$ cat config.mk
export PLATFORM = sky130hd
export DESIGN_NAME = serial_slice_adder
export DESIGN_NICKNAME = d
export VERILOG_FILES = /design/src/rtl/serial_slice_adder_pkg.sv /design/src/rtl/serial_slice_adder_twobit_adder.sv /design/src/rtl/serial_slice_adder.sv
export SDC_FILE = /design/constraint.sdc
export NUM_CORES = 1
export LEC_CHECK = 0
export CORE_ASPECT_RATIO = 0.6
export CORE_UTILIZATION = 40
export DETAILED_ROUTE_END_ITERATION = 10
export PLACE_DENSITY = 0.75
export SLEW_MARGIN = 20
export SYNTH_ARGS = -nofsm -noshare
export SYNTH_HDL_FRONTEND = slang
export SYNTH_SLANG_ARGS = --single-unit
$ cat constraint.sdc
create_clock -name clk -period 2.3 [get_ports clk]
set_clock_uncertainty 0.2 [all_clocks]
set_input_delay 0.23 -clock clk [delete_from_list [all_inputs] [get_ports clk]]
set_output_delay 0.23 -clock clk [all_outputs]
set_load 0.03 [all_outputs]
$ cat src/rtl/serial_slice_adder_pkg.sv
`default_nettype none
// ============================================================================
//  Module      : serial_slice_adder_pkg
//  Description : Shared definitions for the serial slice adder: FSM state
//                encodings and the default datapath word width.
//  Revision    : 1.0 - initial release
// ============================================================================
package serial_slice_adder_pkg;

    // Default MIPS datapath word width
    localparam int WORD_WIDTH = 32;

    // Sequencer states
    typedef enum logic {
        ST_IDLE = 1'b0,
        ST_RUN  = 1'b1
    } state_t;

endpackage : serial_slice_adder_pkg
`default_nettype wire

$ cat src/rtl/serial_slice_adder_twobit_adder.sv
`default_nettype none
// ============================================================================
//  Module      : twobit_adder
//  Description : Combinational 2-bit full adder slice with carry in/out.
//  Revision    : 1.0 - initial release
// ============================================================================
module twobit_adder (
    input  logic [1:0] in_1,
    input  logic [1:0] in_2,
    input  logic       c_in,
    output logic [1:0] out,
    output logic       c_out
);

    // 3-bit result keeps the carry out of the slice
    assign {c_out, out} = {1'b0, in_1} + {1'b0, in_2} + {2'b00, c_in};

endmodule : twobit_adder
`default_nettype wire

$ cat src/rtl/serial_slice_adder.sv
`default_nettype none
// ============================================================================
//  Module      : serial_slice_adder
//  Description : Multi-cycle WIDTH-bit adder computing in_a + in_b + c_in by
//                reusing one 2-bit adder slice for WIDTH/2 clock cycles.
//                Operands are shifted out LSB-first; the partial sum is
//                shifted in from the top so that the first slice ends up in
//                the LSBs after the final step.
//  Revision    : 1.0 - initial release
// ============================================================================
module serial_slice_adder
    import serial_slice_adder_pkg::*;
#(
    parameter int WIDTH = WORD_WIDTH,
    parameter int CNT_W = 4
) (
    input  logic             clk,
    input  logic             rst_n,
    input  logic             start,
    input  logic [WIDTH-1:0] in_a,
    input  logic [WIDTH-1:0] in_b,
    input  logic             c_in,
    output logic             busy,
    output logic             done,
    output logic [WIDTH-1:0] sum,
    output logic             c_out,
    output logic             overflow
);

    // Counter value on the final slice step
    localparam logic [CNT_W-1:0] C_LAST_CNT = CNT_W'(WIDTH / 2 - 1);

    state_t           r_state;
    logic [WIDTH-1:0] r_a;
    logic [WIDTH-1:0] r_b;
    logic [WIDTH-1:0] r_psum;
    logic             r_carry;
    logic             r_sa;
    logic             r_sb;
    logic [CNT_W-1:0] r_cnt;

    logic [1:0]       w_slice_sum;
    logic             w_slice_cout;
    logic [WIDTH-1:0] w_new_psum;
    logic             w_last;

    // The single shared slice, fed from the operand LSBs and running carry
    twobit_adder u_slice (
        .in_1  (r_a[1:0]),
        .in_2  (r_b[1:0]),
        .c_in  (r_carry),
        .out   (w_slice_sum),
        .c_out (w_slice_cout)
    );

    // Partial sum after this step: slice output enters at the top
    assign w_new_psum = {w_slice_sum, r_psum[WIDTH-1:2]};
    assign w_last     = (r_cnt == C_LAST_CNT);

    // Sequencer and datapath: capture on start, one slice per RUN cycle
    always_ff @(posedge clk or negedge rst_n) begin
        if (!rst_n) begin
            r_state  <= ST_IDLE;
            r_a      <= '0;
            r_b      <= '0;
            r_psum   <= '0;
            r_carry  <= 1'b0;
            r_sa     <= 1'b0;
            r_sb     <= 1'b0;
            r_cnt    <= '0;
            busy     <= 1'b0;
            done     <= 1'b0;
            sum      <= '0;
            c_out    <= 1'b0;
            overflow <= 1'b0;
        end else begin
            case (r_state)
                ST_IDLE: begin
                    done <= 1'b0;
                    if (start) begin
                        r_a     <= in_a;
                        r_b     <= in_b;
                        r_carry <= c_in;
                        r_sa    <= in_a[WIDTH-1];
                        r_sb    <= in_b[WIDTH-1];
                        r_psum  <= '0;
                        r_cnt   <= '0;
                        busy    <= 1'b1;
                        r_state <= ST_RUN;
                    end
                end
                ST_RUN: begin
                    r_a     <= {2'b00, r_a[WIDTH-1:2]};
                    r_b     <= {2'b00, r_b[WIDTH-1:2]};
                    r_psum  <= w_new_psum;
                    r_carry <= w_slice_cout;
                    r_cnt   <= r_cnt + CNT_W'(1);
                    if (w_last) begin
                        sum      <= w_new_psum;
                        c_out    <= w_slice_cout;
                        overflow <= (r_sa == r_sb) && (w_new_psum[WIDTH-1] != r_sa);
                        done     <= 1'b1;
                        busy     <= 1'b0;
                        r_state  <= ST_IDLE;
                    end
                end
                default: begin
                    r_state <= ST_IDLE;
                end
            endcase
        end
    end

endmodule : serial_slice_adder
`default_nettype wire

==> reports/qor.log, run 1 <==
[grt] number of antenna violations at the first check in global routing 0
[finish] Ant. Diodes 0
[clock_tree] clock input transition at the sequential cells of the worst setup and hold paths 60 ps
[drt] via count 3999
[finish] Syn-to-layout area delta 30.5%
[clock_tree] H-tree levels 4
[floorplanning] height of the die 96.1 microns
[placement] weighted congestion reported at the end of routability-driven placement 0.798
[yosys] warnings from Yosys 0
[yosys] async set-reset flop share out of synthesis 1.00
[power] maximum vdd drop 0.557 mV
[sta] max-slew violation count 0
[run_status] result of the run finished clean
[drt] Detail Route Antenna Nets 0
[drt] first-pass detailed-route iteration total 4
[clock_tree] root buf cell sky130_fd_sc_hd__clkbuf_16
[placement] number of cells after detailed placement 787
[grt] via count of the first global-routing pass 3955
[yosys] synthesized netlist net count 587
[drt] vias per std cell 4.88
[sta] Setup Viol. Count Final 0
[yosys] Mapped Cells 516
[clock_tree] number of hold buffers added after CTS 1
[clock_tree] number of clock buffers inserted by TritonCTS 17
[sta] post-route setup TNS 0 ps
[yosys] mean instance size in the synthesized netlist 11.4 sq um
[placement] number of port buffers 103
[power] cell area power density 1270 nW/um^2
[sta] transition at the pin with the smallest max-transition slack 548 ps
[grt] wire length of the first global-routing pass 20500 microns
[sta] final worst slack 97.3 ps
[setup_path] Crit Path Max Fanout 4
[yosys] top cell types by occurrence after synthesis 138 x sky130_fd_sc_hd__dfrtp_1, 93 x sky130_fd_sc_hd__nand2_1, 89 x sky130_fd_sc_hd__o21ai_0, 67 x sky130_fd_sc_hd__mux2i_1
[yosys] leading area contributor after synthesis sky130_fd_sc_hd__dfrtp_1
[worst_hold_path] path category of the worst min-delay check primary input to register
[floorplanning] starting density of the core 0.420
[clock_tree] Max clock buf depth 2
[drt] final routed wire length divided by cell count 14.8 microns
[clock_tree] count of clock tree sinks 138
[clock_tree] clock tree from TritonCTS done
[yosys] sequential cell area fraction in the yosys report 0.585
[clock_tree] clock latency at the later pin of the worst-skew pair 410 ps
[floorplanning] count of standard-cell rows 33
[grt] maximum number of pins on one net before global-route repair 59
[floorplanning] Die W 159 microns
[setup_path] sort of element at the end of the critical path register
[floorplanning] # IOs 104
[finish] share of final-layout standard cells stronger than drive strength 1 0.129
[sta] endpoints failing hold 0
[sta] Max Clk Rate 454 MHz
[floorplanning] core box area 14000 sq um
[placement] DP Worst Slack 63.5 ps
[floorplanning] full die area 15300 sq um
[placement] estimated wirelength of the detail-placed design 8330 microns
[sta] Final Cycle Share 0.958
[finish] post-route insts no fill 819
[finish] final net count 686
[power] leakage dissipation 3.56 nW
[grt] overall routing resource usage 0.173
[setup_path] Worst Setup Start Kind register
[drt] final wirelength 12200 microns
[yosys] largest cells by area after synthesis sky130_fd_sc_hd__dfrtp_1 59%, sky130_fd_sc_hd__mux2i_1 11%, sky130_fd_sc_hd__o21ai_0 7.6%
[sta] unrepaired setup endpoints after global routing no
[run] max capacitance violation total 0
[sta] clock period minus worst slack 2200 ps
[setup_path] data required time of the worst path 2410 ps
[clock_tree] post-CTS setup-driven buffer insertion count 0
[yosys] number of synthesized register bits 138
[drt] DRC 0
[yosys] number of synthesized flops with an enable pin 0
[sta] worst-case headroom to the max-slew limit 0.634
[setup_path] CP Class register to register
[drt] Initial DRC Count 237
[grt] remaining global-route overflow 0
[yosys] post-synthesis cell area 5900 sq um
[yosys] most frequently used flop master after synthesis sky130_fd_sc_hd__dfrtp_1
[yosys] most frequently used cell type in the post-synthesis netlist sky130_fd_sc_hd__dfrtp_1
[yosys] post-synth cell types 25
[yosys] Yosys top cell area share 0.585
[clock_tree] total of cells resized after clock tree synthesis 0
[setup_path] arrival time at the worst endpoint 2320 ps
[registers in the layout, summed over array words and instances (netlist names), 4 cells and up]
name,count
r_a,32
r_psum,30
r_b,32
r_cnt,4
sum,32
[path summary, 6_finish.rpt]
check	endpoint	cells after the start	start	slack [ps]
setup / recovery	overflow	7	r_a[0]	100
hold / removal	r_psum[31]	2	start	60
setup reg to reg	overflow	7	r_a[0]	100
hold reg to reg	r_a[8]	2	r_a[10]	280
max in group asynchronous	r_a[10]	3	rst_n	1050
min in group asynchronous	r_b[13]	2	rst_n	150
[power breakdown]
part	switching (mW)	internal [mW]	total, mW
sequential	0.618	3.38	4.00
combinational	1.69	1.46	3.15
clock	1.02	1.64	2.66
[per-stage QoR]
| step | hold slack [ps] | power, mW | utilization | cell area [sq um] |
|---|---|---|---|---|
| 2_1_floorplan | -266 | 5.98 | - | 5900 |
| 3_3_place_gp | 24.4 | 7.02 | 0.507 | 7110 |
| 3_5_place_dp | 32.0 | 7.20 | 0.507 | 7110 |
| 4_1_cts | 37.6 | 9.91 | 0.548 | 7700 |
| 5_1_grt | 77.4 | 10.4 | 0.548 | 7700 |
| 6_report | 56.9 | 9.80 | 0.548 | 7700 |
[area by class of cell]
| class | instances | area [sq um] |
|---|---|---|
| Multi-Input combinational cell | 337 | 2240 |
| Inverter | 5 | 18.8 |
| Sequential cell | 138 | 3460 |
| Fill cell | 1199 | 6340 |
| Clock inverter | 12 | 125 |
| Tap cell | 192 | 240 |
| Clock buffer | 19 | 453 |
| Timing Repair Buffer | 116 | 1170 |
[cells by family after synthesis]
| group | share of synthesized area |
|---|---|
| AND/OR/NAND/NOR | 0.100 |
| adder cells (fa/ha/maj) | 0.00891 |
| multiplexers | 0.180 |
| buffers and inverters | 0.0354 |
| XOR/XNOR | 0.00297 |
| flip-flops | 0.585 |
| AO/OA/AOI/OAI | 0.0865 |
[cells in the final DEF (no fill, tap or decap), types with 2 or more instances in the layout]
master | synthesis | final
sky130_fd_sc_hd__dfrtp_1 | 138 | 137
sky130_fd_sc_hd__clkdlybuf4s50_1 | 0 | 101
sky130_fd_sc_hd__nand2_1 | 93 | 93
sky130_fd_sc_hd__o21ai_0 | 89 | 89
sky130_fd_sc_hd__mux2i_1 | 67 | 67
sky130_fd_sc_hd__nand2b_1 | 31 | 31
sky130_fd_sc_hd__mux2_2 | 31 | 31
sky130_fd_sc_hd__clkbuf_16 | 0 | 17
sky130_fd_sc_hd__buf_4 | 1 | 10
sky130_fd_sc_hd__nor2_1 | 6 | 6
sky130_fd_sc_hd__inv_1 | 5 | 5
sky130_fd_sc_hd__clkinv_2 | 0 | 5
sky130_fd_sc_hd__a22o_1 | 4 | 4
sky130_fd_sc_hd__mux2_4 | 3 | 3
sky130_fd_sc_hd__clkinvlp_4 | 0 | 3
sky130_fd_sc_hd__buf_12 | 0 | 3
sky130_fd_sc_hd__o21ai_1 | 2 | 2
sky130_fd_sc_hd__fa_1 | 2 | 2
sky130_fd_sc_hd__bufinv_16 | 0 | 2
sky130_fd_sc_hd__clkinv_4 | 0 | 2
sky130_fd_sc_hd__clkbuf_8 | 0 | 2
[metal layers]
layer	part of all wire	wire, microns	GRT usage	up-vias
li1	-	-	-	1959
met1	0.49	5920	0.236	1927
met2	0.45	5440	0.269	103
met3	0.057	689	0.0517	10
met4	0.0087	106	0.0469	0
met5	0	0	0	-
[worst max-delay path, cell delays in order (launching register included)]
cell,delay (ps)
sky130_fd_sc_hd__dfrtp_1,340
sky130_fd_sc_hd__inv_1,70
sky130_fd_sc_hd__fa_1,450
sky130_fd_sc_hd__inv_1,90
sky130_fd_sc_hd__fa_1,480
sky130_fd_sc_hd__and3b_1,250
sky130_fd_sc_hd__a21oi_1,50
sky130_fd_sc_hd__o21ai_0,180
Note: power is estimated with default switching activity, not from simulation.
==> run 2: changes to the inputs <==
--- a/config.mk
+++ b/config.mk
@@ -6,10 +6,12 @@
 export NUM_CORES = 1
 export LEC_CHECK = 0
 export CORE_ASPECT_RATIO = 0.6
+export CORE_MARGIN = 8
 export CORE_UTILIZATION = 40
 export DETAILED_ROUTE_END_ITERATION = 10
 export PLACE_DENSITY = 0.75
-export SLEW_MARGIN = 20
+export SKIP_CTS_REPAIR_TIMING = 1
+export SLEW_MARGIN = 10
 export SYNTH_ARGS = -nofsm -noshare
 export SYNTH_HDL_FRONTEND = slang
 export SYNTH_SLANG_ARGS = --single-unit
==> run 2 against run 1 <==
Effect of this change:
- clock power is 7.5% lower
- global-route usage is 2.9 points lower
- die area is 25% higher
- non-clock buffer count is 1 higher
- core utilization is 1.7 points lower
- sequential share of layout area is 0.088 points higher
- maximum frequency is 5.5% higher
- sequential power hardly changed
- worst hold slack better by 84 ps
- via count is 0.60% lower
- worst setup slack better by 120 ps
==> reports/qor.log, run 2 (synthesis gave the netlist of run 1 again) <==
[floorplanning] count of standard-cell rows 34 [was 33]
[grt] met1 track utilization from global routing 0.187 [was 0.236]
[finish] Fill cells 1278 [was 1199]
[floorplanning] full die area 19000 sq um [was 15300 sq um]
[finish] final net count 687 [was 686]
[finish] Ant. Diodes 0 [unchanged]
[sta] Setup Viol. Count Final 0 [unchanged]
[setup_path] Crit Path Max Fanout 4 [unchanged]
[sta] clock period minus worst slack 2090 ps [was 2200 ps]
[clock_tree] Max clock buf depth 2 [unchanged]
[power] sum of internal, switching and leakage power 9.60 mW [was 9.80 mW]
[setup_path] ordered cell list for the critical path inv_1 -> fa_1 -> inv_1 -> fa_1 -> and3b_1 -> a21oi_1 -> o21ai_0 [unchanged]
[setup_path] cells on worst reg2reg path 7 [unchanged]
[finish] flip-flop and latch area 3460 sq um [unchanged]
[grt] Most Crowded Layer GR met2 [unchanged]
[setup_path] reg-to-reg endpoint overflow [unchanged]
[sta] post-route setup TNS 0 ps [unchanged]
[sta] unrepaired setup endpoints after global routing no [unchanged]
[power] leakage dissipation 3.53 nW [was 3.56 nW]
[clock_tree] clock input transition at the sequential cells of the worst setup and hold paths 60 ps [about the same]
[clock_tree] number of clock buffers inserted by TritonCTS 17 [unchanged]
[placement] estimated wirelength of the detail-placed design 8990 microns [was 8330 microns]
[grt] remaining global-route overflow 0 [unchanged]
[worst_hold_path] path category of the worst min-delay check primary input to asynchronous set/reset pin [was primary input to register]
[power] cell area power density 1250 nW/um^2 [was 1270 nW/um^2]
[drt] Initial DRC Count 149 [was 237]
[drt] DRC 0 [unchanged]
[sta] transition at the pin with the smallest max-transition slack 507 ps [was 548 ps]
[sta] max-slew violation count 0 [unchanged]
[finish] most frequent standard cell in the layout excluding fill and tap cells sky130_fd_sc_hd__dfrtp_1 [unchanged]
[drt] first-pass detailed-route iteration total 6 [was 4]
[floorplanning] starting density of the core 0.408 [was 0.420]
[grt] via count of the first global-routing pass 4261 [was 3955]
[setup_path] slowest cell on the critical path sky130_fd_sc_hd__fa_1 [unchanged]
[grt] number of antenna violations at the first check in global routing 0 [unchanged]
[clock_tree] clock latency at the later pin of the worst-skew pair 410 ps [about the same]
[finish] post-route insts no fill 826 [was 819]
[setup_path] arrival time at the worst endpoint 2210 ps [was 2320 ps]
[floorplanning] Die W 173 microns [was 159 microns]
[sta] endpoints failing hold 0 [unchanged]
[clock_tree] count of clock tree sinks 138 [unchanged]
[grt] wire length of the first global-routing pass 22100 microns [was 20500 microns]
[setup_path] data required time of the worst path 2420 ps [was 2410 ps]
[sta] worst-case headroom to the max-slew limit 0.662 [was 0.634]
[finish] Syn-to-layout area delta 30.2% [was 30.5%]
[setup_path] CP Class register to register [unchanged]
[clock_tree] clock tree from TritonCTS done [unchanged]
[grt] met2 track demand over resource in global routing 0.228 [was 0.269]
[grt] met3 track utilization from global routing 0.0466 [was 0.0517]
[clock_tree] H-tree levels 4 [unchanged]
[finish] largest registers r_a: 32 flops, r_b: 32 flops, sum: 32 flops [unchanged]
[placement] number of cells after detailed placement 794 [was 787]
[floorplanning] # IOs 104 [unchanged]
[drt] via count 3975 [was 3999]
[drt] vias per std cell 4.81 [was 4.88]
[finish] share of final-layout standard cells stronger than drive strength 1 0.124 [was 0.129]
[placement] DP Worst Slack 178 ps [was 63.5 ps]
[floorplanning] core box area 14500 sq um [was 14000 sq um]
[run_status] result of the run finished clean [unchanged]
[clock_tree] root buf cell sky130_fd_sc_hd__clkbuf_16 [unchanged]
[drt] Detail Route Antenna Nets 0 [unchanged]
[grt] maximum number of pins on one net before global-route repair 51 [was 59]
[sta] Final Cycle Share 0.907 [was 0.958]
[placement] weighted congestion reported at the end of routability-driven placement 0.814 [was 0.798]
[drt] final routed wire length divided by cell count 15.7 microns [was 14.8 microns]
[sta] Max Clk Rate 479 MHz [was 454 MHz]
[drt] final wirelength 13000 microns [was 12200 microns]
[finish] area occupied by multi-input gates 2240 sq um [unchanged]
[run] max capacitance violation total 0 [unchanged]
[setup_path] sort of element at the end of the critical path register [unchanged]
[setup_path] register-to-register setup slack 210 ps [was 100 ps]
[setup_path] Worst Setup Start Kind register [unchanged]
[finish] most used cells in the layout excluding fill and tap cells 137 x sky130_fd_sc_hd__dfrtp_1, 101 x sky130_fd_sc_hd__clkdlybuf4s50_1, 93 x sky130_fd_sc_hd__nand2_1 [unchanged]
[power] maximum vdd drop 0.556 mV [was 0.557 mV]
[sta] final worst slack 213 ps [was 97.3 ps]
[grt] overall routing resource usage 0.144 [was 0.173]
[floorplanning] height of the die 110 microns [was 96.1 microns]
[setup_path] largest stage delay on the critical path 460 ps [was 480 ps]
[setup_path] beginning of the worst register-to-register path r_a[0] [unchanged]
[placement] number of port buffers 103 [unchanged]
run 2: cell types whose count changed in the layout (fill, tap and decap cells not counted), sizes merged:
cell      change
clkinv        -5
bufinv        -2
clkbuf        +6
clkinvlp      +1
buf           +1
run 2: per-stage QoR:
stage | hold WS [ps] | cell area (sq um) | util
2_1_floorplan | -266 | 5900 | -
3_3_place_gp | 1.51 | 7140 | 0.494
3_5_place_dp | 11.3 | 7140 | 0.494
4_1_cts | -431 | 7670 | 0.531
5_1_grt | 169 | 7680 | 0.531
6_report | 140 | 7680 | 0.531
run 2: how the worst max path moves through the flow:
stage / from / end / slack [ps] / cells past startpoint
6_report: r_a[0] / overflow / 210 / 7
5_1_grt: r_a[0] / overflow / 90 / 7
4_1_cts: r_a[0] / overflow / 190 / 7
3_5_place_dp: r_a[0] / overflow / 180 / 7
3_3_place_gp: r_a[0] / overflow / 330 / 7
2_1_floorplan: r_a[0] / overflow / 380 / 7
run 2: critical path, delay by kind of cell (launching register included):
family          cells  cell delay (ps)
flops               1              340
buf+inv             2              130
fa+ha+maj           2              870
compound gates      2              200
simple gates        1              240
run 2: layout make-up:
type                       instances  share of cell area
sequential                       138               0.450
multi-input combinational        337               0.291
timing repair buffer             117               0.155
clock buffer                      25              0.0645
tap                              198              0.0322
clock inverter                     6             0.00521
inverter                           5             0.00244
run 2: where the power goes:
group | leakage (nW) | internal [mW] | switching (mW)
clock | 0.251 | 1.48 | 0.974
combinational | 1.47 | 1.46 | 1.68
sequential | 1.81 | 3.38 | 0.634
run 2: routing by layer:
layer  up-vias  share of wire
met5         -              0
met4         0         0.0083
met3         9          0.051
met2        86           0.45
met1      1934           0.49
li1       1946              -
==> run 3: changes to the inputs <==
--- a/config.mk
+++ b/config.mk
@@ -8,6 +8,7 @@
 export CORE_ASPECT_RATIO = 0.6
 export CORE_MARGIN = 8
 export CORE_UTILIZATION = 40
+export CTS_CLUSTER_SIZE = 12
 export DETAILED_ROUTE_END_ITERATION = 10
 export PLACE_DENSITY = 0.75
 export SKIP_CTS_REPAIR_TIMING = 1
==> results of run 3 <==
The final DEF is identical to that of run 2; final timing and power are the same.
